File: config.mk
export PLATFORM = sky130hd
export DESIGN_NAME = vq_fifo_arb_ctrl
export DESIGN_NICKNAME = d
export VERILOG_FILES = /design/src/rtl/vecunit_pkg.sv /design/src/rtl/fifo_mem.sv /design/src/rtl/vq_fifo_arb_ctrl.sv
export SDC_FILE = /design/constraint.sdc
export NUM_CORES = 1
export LEC_CHECK = 0
export BUFFER_PORTS_ARGS = -buffer_cell sky130_fd_sc_hd__buf_2
export CAP_MARGIN = 0
export CORE_MARGIN = 1
export CORE_UTILIZATION = 50
export CTS_CLUSTER_DIAMETER = 60
export DETAILED_ROUTE_END_ITERATION = 10
export PLACE_DENSITY = 0.8
export REMOVE_ABC_BUFFERS = 1
export SLEW_MARGIN = 5
export SYNTH_ARGS = -nofsm -noshare
export SYNTH_HDL_FRONTEND = slang
export SYNTH_SLANG_ARGS = --single-unit
File: constraint.sdc
create_clock -name clk_i -period 5.8 [get_ports clk_i]
set_input_delay 0.87 -clock clk_i [delete_from_list [all_inputs] [get_ports clk_i]]
set_output_delay 0.87 -clock clk_i [all_outputs]
set_load 0.1 [all_outputs]
File: src/rtl/vecunit_pkg.sv
// Shared vecunit definitions: sizing helpers and producer identifiers.
package vecunit_pkg;

  localparam logic P0_ID = 1'b0;
  localparam logic P1_ID = 1'b1;

  // Ceiling log2; log2(1) = 0.
  function automatic int log2(input int n);
    int r;
    r = 0;
    for (int k = 0; k < 32; k++) begin
      if ((1 << r) < n) r = r + 1;
    end
    return r;
  endfunction

  // Bits needed to encode n distinct values, never less than one.
  function automatic int bitwidth(input int n);
    return (log2(n) < 1) ? 1 : log2(n);
  endfunction

endpackage

File: src/rtl/fifo_mem.sv
// Queue storage: per-entry registers cleared by reset, one write port, combinational read.
module fifo_mem
  import vecunit_pkg::*;
#(
  parameter int SIZE  = 4,
  parameter int WIDTH = 8,
  localparam int AW   = bitwidth(SIZE)
) (
  input  logic             clk,
  input  logic             rst,
  input  logic             w_en,
  input  logic [AW-1:0]    w_addr,
  input  logic [WIDTH-1:0] w_data,
  input  logic [AW-1:0]    r_addr,
  output logic [WIDTH-1:0] r_data
);

  logic [WIDTH-1:0] mem_reg [SIZE];

  for (genvar gi = 0; gi < SIZE; gi++) begin : g_entry
    always_ff @(posedge clk) begin
      if (rst) begin
        mem_reg[gi] <= '0;
      end else if (w_en && (w_addr == AW'(gi))) begin
        mem_reg[gi] <= w_data;
      end
    end
  end

  assign r_data = mem_reg[r_addr];

endmodule

File: src/rtl/vq_fifo_arb_ctrl.sv
// Vecunit queue controller: two producers share the fifo_mem write port through a
// round-robin arbiter; one consumer drains the head.
module vq_fifo_arb_ctrl
  import vecunit_pkg::*;
#(
  parameter int SIZE      = 4,
  parameter int WIDTH     = 8,
  parameter int AF_THRESH = 3,
  localparam int PW       = bitwidth(SIZE),
  localparam int CW       = bitwidth(SIZE + 1)
) (
  input  logic             clk_i,
  input  logic             rst,
  input  logic             flush_i,
  input  logic             p0_valid_i,
  input  logic [WIDTH-1:0] p0_data_i,
  output logic             p0_ready_o,
  input  logic             p1_valid_i,
  input  logic [WIDTH-1:0] p1_data_i,
  output logic             p1_ready_o,
  output logic             c_valid_o,
  output logic [WIDTH-1:0] c_data_o,
  input  logic             c_ready_i,
  output logic [CW-1:0]    count_o,
  output logic             full_o,
  output logic             empty_o,
  output logic             almost_full_o
);

  if ((SIZE < 2) || (AF_THRESH < 1) || (AF_THRESH > SIZE)) begin : g_param_check
    $error("vq_fifo_arb_ctrl: illegal SIZE/AF_THRESH combination");
  end

  logic [PW-1:0]    wr_ptr_reg, wr_ptr_next;
  logic [PW-1:0]    rd_ptr_reg, rd_ptr_next;
  logic [CW-1:0]    count_reg, count_next;
  logic             rr_last_reg, rr_last_next;
  logic             grant0, grant1;
  logic             push, pop;
  logic [WIDTH-1:0] push_data;

  // Flags come from the registered count only, so c_ready_i never reaches px_ready_o.
  assign full_o        = (count_reg == CW'(SIZE));
  assign empty_o       = (count_reg == '0);
  assign almost_full_o = (count_reg >= CW'(AF_THRESH));
  assign count_o       = count_reg;
  assign c_valid_o     = ~empty_o;

  // On a tie the producer that did not win the last accepted push is granted.
  assign grant0 = p0_valid_i & (~p1_valid_i | (rr_last_reg == P1_ID));
  assign grant1 = p1_valid_i & (~p0_valid_i | (rr_last_reg == P0_ID));

  assign p0_ready_o = grant0 & ~full_o & ~flush_i & ~rst;
  assign p1_ready_o = grant1 & ~full_o & ~flush_i & ~rst;

  assign push      = (p0_valid_i & p0_ready_o) | (p1_valid_i & p1_ready_o);
  assign pop       = c_valid_o & c_ready_i & ~flush_i;
  assign push_data = grant1 ? p1_data_i : p0_data_i;

  function automatic logic [PW-1:0] ptr_inc(input logic [PW-1:0] ptr);
    return (ptr == PW'(SIZE - 1)) ? '0 : ptr + PW'(1);
  endfunction

  always_comb begin
    wr_ptr_next  = wr_ptr_reg;
    rd_ptr_next  = rd_ptr_reg;
    count_next   = count_reg;
    rr_last_next = rr_last_reg;
    if (flush_i) begin
      wr_ptr_next = '0;
      rd_ptr_next = '0;
      count_next  = '0;
    end else begin
      if (push) begin
        wr_ptr_next  = ptr_inc(wr_ptr_reg);
        rr_last_next = grant1 ? P1_ID : P0_ID;
      end
      if (pop) begin
        rd_ptr_next = ptr_inc(rd_ptr_reg);
      end
      case ({push, pop})
        2'b10:   count_next = count_reg + CW'(1);
        2'b01:   count_next = count_reg - CW'(1);
        default: count_next = count_reg;
      endcase
    end
  end

  always_ff @(posedge clk_i) begin
    if (rst) begin
      wr_ptr_reg  <= '0;
      rd_ptr_reg  <= '0;
      count_reg   <= '0;
      rr_last_reg <= P1_ID;
    end else begin
      wr_ptr_reg  <= wr_ptr_next;
      rd_ptr_reg  <= rd_ptr_next;
      count_reg   <= count_next;
      rr_last_reg <= rr_last_next;
    end
  end

  fifo_mem #(
    .SIZE  (SIZE),
    .WIDTH (WIDTH)
  ) u_mem (
    .clk    (clk_i),
    .rst    (rst),
    .w_en   (push),
    .w_addr (wr_ptr_reg),
    .w_data (push_data),
    .r_addr (rd_ptr_reg),
    .r_data (c_data_o)
  );

endmodule

==> flow_metrics.env, run 1 <==
export IMPL_final_layout_size_suffix_gt1_share_pct=28.4
export IMPL_grt_pass1_vias=1367
export IMPL_rrSetupSlack_ns=3.29
export IMPL_vdd_ir_drop_max_mv=0.177
export IMPL_clk_latency_ns=0.30
export IMPL_rsz0062_at_grt="false"
export IMPL_cts_sinks=42
export IMPL_cts_tree="yes"
export IMPL_antenna_found_initial=0
export IMPL_slew_headroom_pct=49.2
export IMPL_vias=1480
export IMPL_ios=39
export IMPL_finalSetupTns_ns=0
export IMPL_core_area_mm2=0.00372
export IMPL_synth_top_area_share_pct=49.0
export IMPL_ys_seq_elements=42
export IMPL_finalCriticalPeriod_ns=3.24
export IMPL_power_density_mw_per_mm2=276
export IMPL_drc_errors=0
export IMPL_worst_r2r_endpoint="count_o[2]"
export IMPL_dieArea_mm2=0.00418
export IMPL_synthTopCellsByArea="edfxtp_1, dfxtp_1, mux4_2, nor2_1, ha_1"
export IMPL_place_area_mm2=0.00218
export IMPL_leakagePower_nw=0.900
export IMPL_htree_levels=2
export IMPL_die_h_um=64.6
export IMPL_first_iter_violations=80
export IMPL_clock_fmax_ghz=0.308
export IMPL_synth_cell_types=31
export IMPL_critPathKind="in2out"
export IMPL_critical_path_required_ns=4.93
export IMPL_ys_seq_area_share_pct=59.2
export IMPL_setup_violations=0
export IMPL_r2r_cells=10
export IMPL_routed_wl_um=4430
export IMPL_ys_warn_count=0
export IMPL_startpoint_type="primary input"
export IMPL_syn_inst=157
export IMPL_post_drt_wl_per_cell_um=18.1
export IMPL_cp_max_fo=12
export IMPL_fin_nets=225
export IMPL_grt_max_degree=14
export IMPL_nFillCells=301
export IMPL_hpwl_um=3180
export IMPL_syn_area_mm2=0.00196
export IMPL_synth_top_area_cell="edfxtp_1"
export IMPL_final_util_pct=61.0
export IMPL_clk_pin_slew_ns=0.08
export IMPL_tightest_slew_ns=0.761
export IMPL_final_cell_area_mm2=0.00227
export IMPL_cts_hold_buf=0
export IMPL_clockBufferDepth=2
export IMPL_grt_overflow_total=0
export IMPL_grt_pass1_wl_um=6780
export IMPL_num_rows=22
export IMPL_cts_buffers_inserted=5
export IMPL_maxCapViolCount=0
export IMPL_end_kind="output pin"
export IMPL_maxSlewViolCount=0
export IMPL_cts_root_buf="clkbuf_8"
export IMPL_start_util_pct=52.8
export IMPL_skew_ns=0.00891
export IMPL_cts_resized=0
export IMPL_diodes=0
export IMPL_p_total_mw=0.626
export IMPL_mostFrequentLayoutCells="nor2_1, buf_2, edfxtp_1"
export IMPL_period_share_pct=55.9
export IMPL_vias_per_cell=6.04
export IMPL_first_pass_iters=4
export IMPL_worstHoldStart="rr_last_reg"
export IMPL_die_w_um=64.6
export IMPL_r2r_start="count_o[2]"
export IMPL_hold_path_cell_count=1
export IMPL_grt_use_total_pct=23.1
export IMPL_place_congestion=0.770
export IMPL_holdPathEnd="rr_last_reg"
export IMPL_holdWs_ns=0.493
export IMPL_area_growth_pct=15.5
export IMPL_ant_nets=0
export IMPL_avgSynthCellArea_um2=12.5
export IMPL_arrival_ns=2.37
export IMPL_largest_register_ffs=32
export IMPL_hold_violations=0
export IMPL_io_buffer_count=38
export IMPL_cts_setup_buffers=0
export IMPL_min_path_type="reg2reg"
export IMPL_status="finished, final reports clean"
==> synthesized netlist by cell type (all sizes together) <==
cell / number
and3: 1
or2: 1
a32oi: 8
nand3b: 2
xor2: 2
a21oi: 5
nor3: 3
a211o: 1
dfxtp: 10
or3b: 1
nor2: 38
clkbuf: 3
a21boi: 1
nand2b: 1
o21ai: 4
a21o: 5
edfxtp: 32
or3: 3
nand3: 5
buf: 3
ha: 6
or4: 1
mux4: 8
nand2: 3
fa: 1
inv: 8
o31ai: 1
==> power by group <==
group	internal (mW)	switching, mW
Combinational	0.0234	0.0770
Clock	0.0825	0.102
Sequential	0.336	0.00525
Total	0.442	0.184
==> cells by family (layout without fill, tap and decap cells) <==
| group | after synthesis | in the layout | synth area share (%) |
|---|---|---|---|
| AND/OR/NAND/NOR | 59 | 59 | 13.6 |
| multiplexers | 8 | 8 | 9.18 |
| adder cells (fa/ha/maj) | 7 | 7 | 4.85 |
| buffers and inverters | 14 | 54 | 3.25 |
| AO/OA/AOI/OAI | 25 | 25 | 8.99 |
| flip-flops | 42 | 42 | 59.2 |
| XOR/XNOR | 2 | 2 | 0.893 |
==> area by class of cell <==
| cell class | count | area (um2) | area share, % |
|---|---|---|---|
| clock inverters | 3 | 16.3 | 0.718 |
| inverters | 8 | 32.5 | 1.44 |
| clock buffers | 5 | 68.8 | 3.04 |
| repair buffers | 38 | 190 | 8.39 |
| multi-input cells | 101 | 737 | 32.5 |
| flip-flops and latches | 42 | 1160 | 51.2 |
| well taps | 48 | 60.1 | 2.65 |
==> stage by stage <==
stage / instances / setup slack, ns
finish: 245 / 2.56
global route: 245 / 2.53
detailed placement: 237 / 2.61
global placement: 237 / 2.61
CTS: 245 / 2.56
floorplan: 151 / 1.23
==> worst max-delay path, stage by stage <==
cell and delay (ns):
buf_2 0.18, a21boi_1 0.64, and3_1 0.25, buf_2 0.42
==> layer usage <==
metal	routed length [um]	GRT usage, %
met1	1620	27.2
met3	411	6.34
met4	91	9.17
met2	2300	39.7
met5	0	0
==> how the worst max path moves through the flow <==
stage	startpoint	endpoint	slack, ns	cells after the start
2_1_floorplan	count_o[0]	p0_ready_o	1.23	3
3_3_place_gp	p0_valid_i	p1_ready_o	2.61	4
3_5_place_dp	p0_valid_i	p1_ready_o	2.61	4
4_1_cts	p0_valid_i	p1_ready_o	2.56	4
5_1_grt	p0_valid_i	p1_ready_o	2.53	4
6_report	p0_valid_i	p1_ready_o	2.56	4
No activity file was read; power rests on OpenSTA's default activity.
==> run 2: changes to the inputs <==
==> constraint.sdc (replaced) <==
create_clock -name clk_i -period 3 [get_ports clk_i]
set_input_delay 0.45 -clock clk_i [delete_from_list [all_inputs] [get_ports clk_i]]
set_output_delay 0.45 -clock clk_i [all_outputs]
set_load 0.1 [all_outputs]
==> run 2 against run 1 <==
Compared with the run above: worst hold slack lost 0.025 ns; sequential power grew 93%; design area grew 1.7%; clock-buffer cell count grew 2; worst setup slack lost 2.1 ns; wire length shrank 4.8%; non-clock buffer count grew 1; critical path type is now reg2reg; sequential share of layout area shrank 0.86 points; largest cell class unchanged; via count shrank 7.1%; global-route usage shrank 0.82 points; power grew 110%.
==> flow_metrics.env, run 2 (synthesis results as in run 1) <==
export IMPL_cts_sinks=42
export IMPL_post_drt_wl_per_cell_um=17.1
export IMPL_rsz0062_at_grt="false"
export IMPL_die_h_um=64.6
export IMPL_intPower_mw=0.967
export IMPL_max_stage_delay_ns=0.52
export IMPL_clk_pin_slew_ns=0.07
export IMPL_first_pass_iters=4
export IMPL_cts_hold_buf=0
export IMPL_clockBufferDepth=2
export IMPL_p_switching_mw=0.339
export IMPL_hold_path_cell_count=2
export IMPL_die_w_um=64.6
export IMPL_num_rows=22
export IMPL_slew_headroom_pct=63.1
export IMPL_vias_per_cell=5.59
export IMPL_hpwl_um=2930
export IMPL_switching_share_pct=26.0
export IMPL_worst_path_most_repeated_cell="inv_1"
export IMPL_cts_root_buf="clkbuf_8"
export IMPL_crit_slowest_cell="or3b_1"
export IMPL_cts_resized=0
export IMPL_setup_slack_ns=0.485
export IMPL_final_layout_size_suffix_gt1_share_pct=28.8
export IMPL_maxCapViolCount=0
export IMPL_path_cells="or3b_1 -> inv_4 -> nor3_2 -> inv_1 -> ha_1 -> inv_1 -> fa_1 -> xor2_1 -> or3_1 -> a21oi_1"
export IMPL_end_kind="flip-flop"
export IMPL_grt_pass1_vias=1369
export IMPL_area_growth_pct=17.5
export IMPL_finalSetupTns_ns=0
export IMPL_startpoint_type="flip-flop"
export IMPL_min_path_type="in2reg"
export IMPL_vias=1375
export IMPL_clk_latency_ns=0.29
export IMPL_tightest_slew_ns=0.549
export IMPL_clock_fmax_ghz=0.398
export IMPL_hold_violations=0
export IMPL_power_density_mw_per_mm2=567
export IMPL_finalCriticalPeriod_ns=2.52
export IMPL_ios=39
export IMPL_pwr_share_seq_pct=50.4
export IMPL_antenna_found_initial=0
export IMPL_start_util_pct=52.8
export IMPL_vdd_ir_drop_max_mv=0.333
export IMPL_combPwrFrac_pct=14.9
export IMPL_cts_tree="yes"
export IMPL_fin_nets=226
export IMPL_skew_ns=0.00671
export IMPL_critPathKind="reg2reg"
export IMPL_arrival_ns=2.73
export IMPL_critical_path_required_ns=3.21
export IMPL_power_frac_clock_pct=34.6
export IMPL_grt_overflow_total=0
export IMPL_grt_pass1_wl_um=6690
export IMPL_leakagePower_nw=0.922
export IMPL_period_share_pct=83.8
export IMPL_core_area_mm2=0.00372
export IMPL_grt_max_degree=14
export IMPL_dieArea_mm2=0.00418
export IMPL_setup_violations=0
export IMPL_io_buffer_count=38
export IMPL_diodes=0
export IMPL_mostFrequentLayoutCells="nor2_1, buf_2, edfxtp_1"
export IMPL_cp_max_fo=8
export IMPL_r2r_cells=10
export IMPL_largest_register_ffs=32
export IMPL_holdWs_ns=0.468
export IMPL_final_util_pct=62.0
export IMPL_place_congestion=0.885
export IMPL_cts_buffers_inserted=5
export IMPL_first_iter_violations=129
export IMPL_cts_setup_buffers=0
export IMPL_place_ws_ns=0.528
export IMPL_routed_wl_um=4210
export IMPL_grt_use_total_pct=22.3
export IMPL_status="finished, final reports clean"
export IMPL_ant_nets=0
export IMPL_htree_levels=2
export IMPL_drc_errors=0
export IMPL_maxSlewViolCount=0
## run 2: cell types whose count changed in the layout (fill, tap and decap cells not counted)
cell	delta
buf_4	+1
bufinv_16	+1
clkbuf_1	+1
clkbuf_8	+1
clkinv_1	-1
clkinv_2	-1
clkinvlp_4	-1
## run 2: power by group through the flow
stage | clock (mW) | combinational, mW | sequential [mW]
after floorplan | 0 | 0.143 | 0.673
after global placement | 0 | 0.190 | 0.670
after detailed placement | 0 | 0.194 | 0.672
after CTS | 0.456 | 0.195 | 0.659
after global routing | 0.482 | 0.206 | 0.661
final | 0.453 | 0.195 | 0.659
## run 2: final timing paths
kind | from | endpoint | slack [ns]
worst max-delay path | count_o[2] | count_o[2] | 0.48
worst min-delay path | rst | rr_last_reg | 0.47
worst max register to register | count_o[2] | count_o[2] | 0.48
worst min register to register | rr_last_reg | rr_last_reg | 0.49
## run 2: layer usage
metal | up-vias | wire (um) | GRT usage, % | part of all wire, %
met5 | - | 0 | 0 | 0
met4 | 0 | 19 | 10.3 | 0.45
met3 | 2 | 281 | 3.52 | 6.7
met2 | 55 | 2210 | 37.6 | 52
met1 | 656 | 1700 | 28.0 | 40
li1 | 662 | - | - | -
## run 2: final cells by class
cell class              count  area, um2
clock buffers               7       86.3
clock inverters             1       30.0
fillers                   311       1410
inverters                   8       32.5
multi-input cells         101        737
flip-flops and latches     42       1160
well taps                  48       60.1
repair buffers             39        198
## run 2: metrics by stage
step | instance area [um2] | std cells | power, mW
floorplan | 1930 | 151 | 0.815
global placement | 2190 | 238 | 0.860
detailed placement | 2190 | 238 | 0.866
CTS | 2300 | 246 | 1.31
global route | 2300 | 246 | 1.35
finish | 2300 | 246 | 1.31
## run 2: critical path: cells and delay by family, from the launching register on
family          cells  cell delay, ns
xor+xnor            1            0.16
flops               1            0.43
compound gates      1            0.15
buf+inv             3            0.27
fa+ha+maj           2            0.54
simple gates        3            0.90
==> run 3: changes to the inputs <==
--- a/config.mk
+++ b/config.mk
@@ -8,10 +8,10 @@
 export BUFFER_PORTS_ARGS = -buffer_cell sky130_fd_sc_hd__buf_2
 export CAP_MARGIN = 0
 export CORE_MARGIN = 1
-export CORE_UTILIZATION = 50
+export CORE_UTILIZATION = 49
 export CTS_CLUSTER_DIAMETER = 60
 export DETAILED_ROUTE_END_ITERATION = 10
-export PLACE_DENSITY = 0.8
+export PLACE_DENSITY = 0.81
 export REMOVE_ABC_BUFFERS = 1
 export SLEW_MARGIN = 5
 export SYNTH_ARGS = -nofsm -noshare
==> constraint.sdc (replaced) <==
create_clock -name clk_i -period 2.1 [get_ports clk_i]
set_input_delay 0.315 -clock clk_i [delete_from_list [all_inputs] [get_ports clk_i]]
set_output_delay 0.315 -clock clk_i [all_outputs]
set_load 0.1 [all_outputs]
==> run 3 against run 2 <==
Compared with the run above: worst hold slack got worse by 0.11 ns; utilization up 3.2 points; worst setup slack lost 0.56 ns; fmax grew 16%; clock power rose by 34%; sequential cell count did not move; first-iteration DRC count fell by 50%; clock skew down 0.0055 ns; global-route usage rose by 0.33 points; the flow now finishes with violations (setup timing); non-clock buffer count increased by 14; register-to-register slack worse by 0.56 ns.
==> flow_metrics.env, run 3 (synthesis results as in run 1) <==
export IMPL_die_w_um=65.3
export IMPL_vias=1476
export IMPL_end_kind="flip-flop"
export IMPL_clockBufferDepth=2
export IMPL_critPathKind="reg2reg"
export IMPL_fin_nets=240
export IMPL_vias_per_cell=5.68
export IMPL_largest_register_ffs=32
export IMPL_grt_use_total_pct=22.6
export IMPL_violations="setup timing"
export IMPL_setup_violations=1
export IMPL_grt_pass1_vias=1447
export IMPL_power_density_mw_per_mm2=757
export IMPL_diodes=0
export IMPL_cp_max_fo=2
export IMPL_hold_violations=0
export IMPL_period_share_pct=104
export IMPL_cts_root_buf="clkbuf_8"
export IMPL_cts_setup_buffers=0
export IMPL_final_common_cell="nor2_1"
export IMPL_hpwl_um=3080
export IMPL_cts_hold_buf=0
export IMPL_worst_path_most_repeated_cell="inv_1"
export IMPL_tightest_slew_ns=0.486
export IMPL_clk_latency_ns=0.29
export IMPL_vdd_ir_drop_max_mv=0.431
export IMPL_setup_slack_ns=-0.0766
export IMPL_first_iter_violations=64
export IMPL_first_pass_iters=4
export IMPL_area_growth_pct=24.4
export IMPL_skew_ns=0.00117
export IMPL_status="finished with violations"
export IMPL_grt_max_degree=13
export IMPL_clk_pin_slew_ns=0.07
export IMPL_arrival_ns=2.39
export IMPL_antenna_found_initial=0
export IMPL_maxCapViolCount=0
export IMPL_finalCriticalPeriod_ns=2.18
export IMPL_final_layout_size_suffix_gt1_share_pct=35.4
export IMPL_min_path_type="in2reg"
export IMPL_critical_path_required_ns=2.31
export IMPL_cts_buffers_inserted=5
export IMPL_io_buffer_count=38
export IMPL_ios=39
export IMPL_routed_wl_um=4390
export IMPL_die_h_um=65.3
export IMPL_crit_buf_inv=3
export IMPL_path_cells="or3b_4 -> inv_4 -> nor3_2 -> inv_1 -> ha_2 -> inv_1 -> fa_2 -> xor2_1 -> or3_1 -> a21oi_1"
export IMPL_max_stage_delay_ns=0.41
export IMPL_core_area_mm2=0.00374
export IMPL_cp_top_family="simple AND/OR/NAND/NOR gates"
export IMPL_dieArea_mm2=0.00426
export IMPL_rsz0062_at_grt="true"
export IMPL_final_util_pct=65.2
export IMPL_place_area_mm2=0.00232
export IMPL_ant_nets=0
export IMPL_mostFrequentLayoutCells="nor2_1, buf_2, edfxtp_1"
export IMPL_final_cell_area_mm2=0.00244
export IMPL_maxSlewViolCount=0
export IMPL_htree_levels=2
export IMPL_finalSetupTns_ns=-0.0766
export IMPL_start_util_pct=52.4
export IMPL_cts_sinks=42
export IMPL_drc_errors=0
export IMPL_slew_headroom_pct=67.8
export IMPL_cts_tree="yes"
export IMPL_clock_fmax_ghz=0.459
export IMPL_startpoint_type="flip-flop"
export IMPL_post_drt_wl_per_cell_um=16.9
export IMPL_grt_overflow_total=0
export IMPL_place_congestion=0.760
export IMPL_p_total_mw=1.85
export IMPL_crit_slowest_cell="or3b_4"
export IMPL_grt_pass1_wl_um=6710
export IMPL_num_rows=22
export IMPL_leakagePower_nw=0.996
-- run 3: cell type report --
type                    count  area, um2
clock buffers               7       76.3
clock inverters             1       30.0
fillers                   293       1300
inverters                   8       32.5
multi-input cells         101        744
flip-flops and latches     42       1160
well taps                  48       60.1
repair buffers             53        333
-- run 3: power breakdown --
group / total, mW / switching, mW / internal [mW]
clock: 0.608 / 0.253 / 0.355
sequential: 0.941 / 0.0125 / 0.928
combinational: 0.298 / 0.217 / 0.0810
total: 1.85 / 0.482 / 1.36
-- run 3: worst register-to-register path: stages (launching register included) --
cell and delay [ns]:
dfxtp_2 0.32, or3b_4 0.41, inv_4 0.07, nor3_2 0.04, inv_1 0.07, ha_2 0.17, inv_1 0.05, fa_2 0.34
xor2_1 0.16, or3_1 0.31, a21oi_1 0.15
-- run 3: timing repair --
item	in CTS	in global routing
endpoints found under the setup margin	1	1
gates resized for setup	2	3
pin swaps	1	0
hold endpoints to repair	0	0
-- run 3: stage by stage --
stage | instances | hold WS (ns) | worst slack, ns
6_report | 260 | 0.360 | -0.0766
5_1_grt | 260 | 0.361 | -0.146
4_1_cts | 260 | 0.346 | -0.0246
3_5_place_dp | 252 | 0.478 | -0.0935
3_3_place_gp | 252 | 0.477 | -0.00773
2_1_floorplan | 151 | 0.409 | -1.92
-- run 3: worst paths after layout --
kind              cells past startpoint        start          end  slack [ns]
setup / recovery                     10   count_o[0]   count_o[2]       -0.08
hold / removal                        3          rst  rr_last_reg        0.36
setup reg to reg                     10   count_o[0]   count_o[2]       -0.08
hold reg to reg                       1  rr_last_reg  rr_last_reg        0.50
-- run 3: routing by layer --
layer / vias to the layer above / wire length (um) / track usage (%)
met5: - / 0 / 0
met4: 0 / 93 / 11.7
met3: 10 / 300 / 4.34
met2: 64 / 2340 / 40.9
met1: 714 / 1650 / 24.9
li1: 688 / - / -
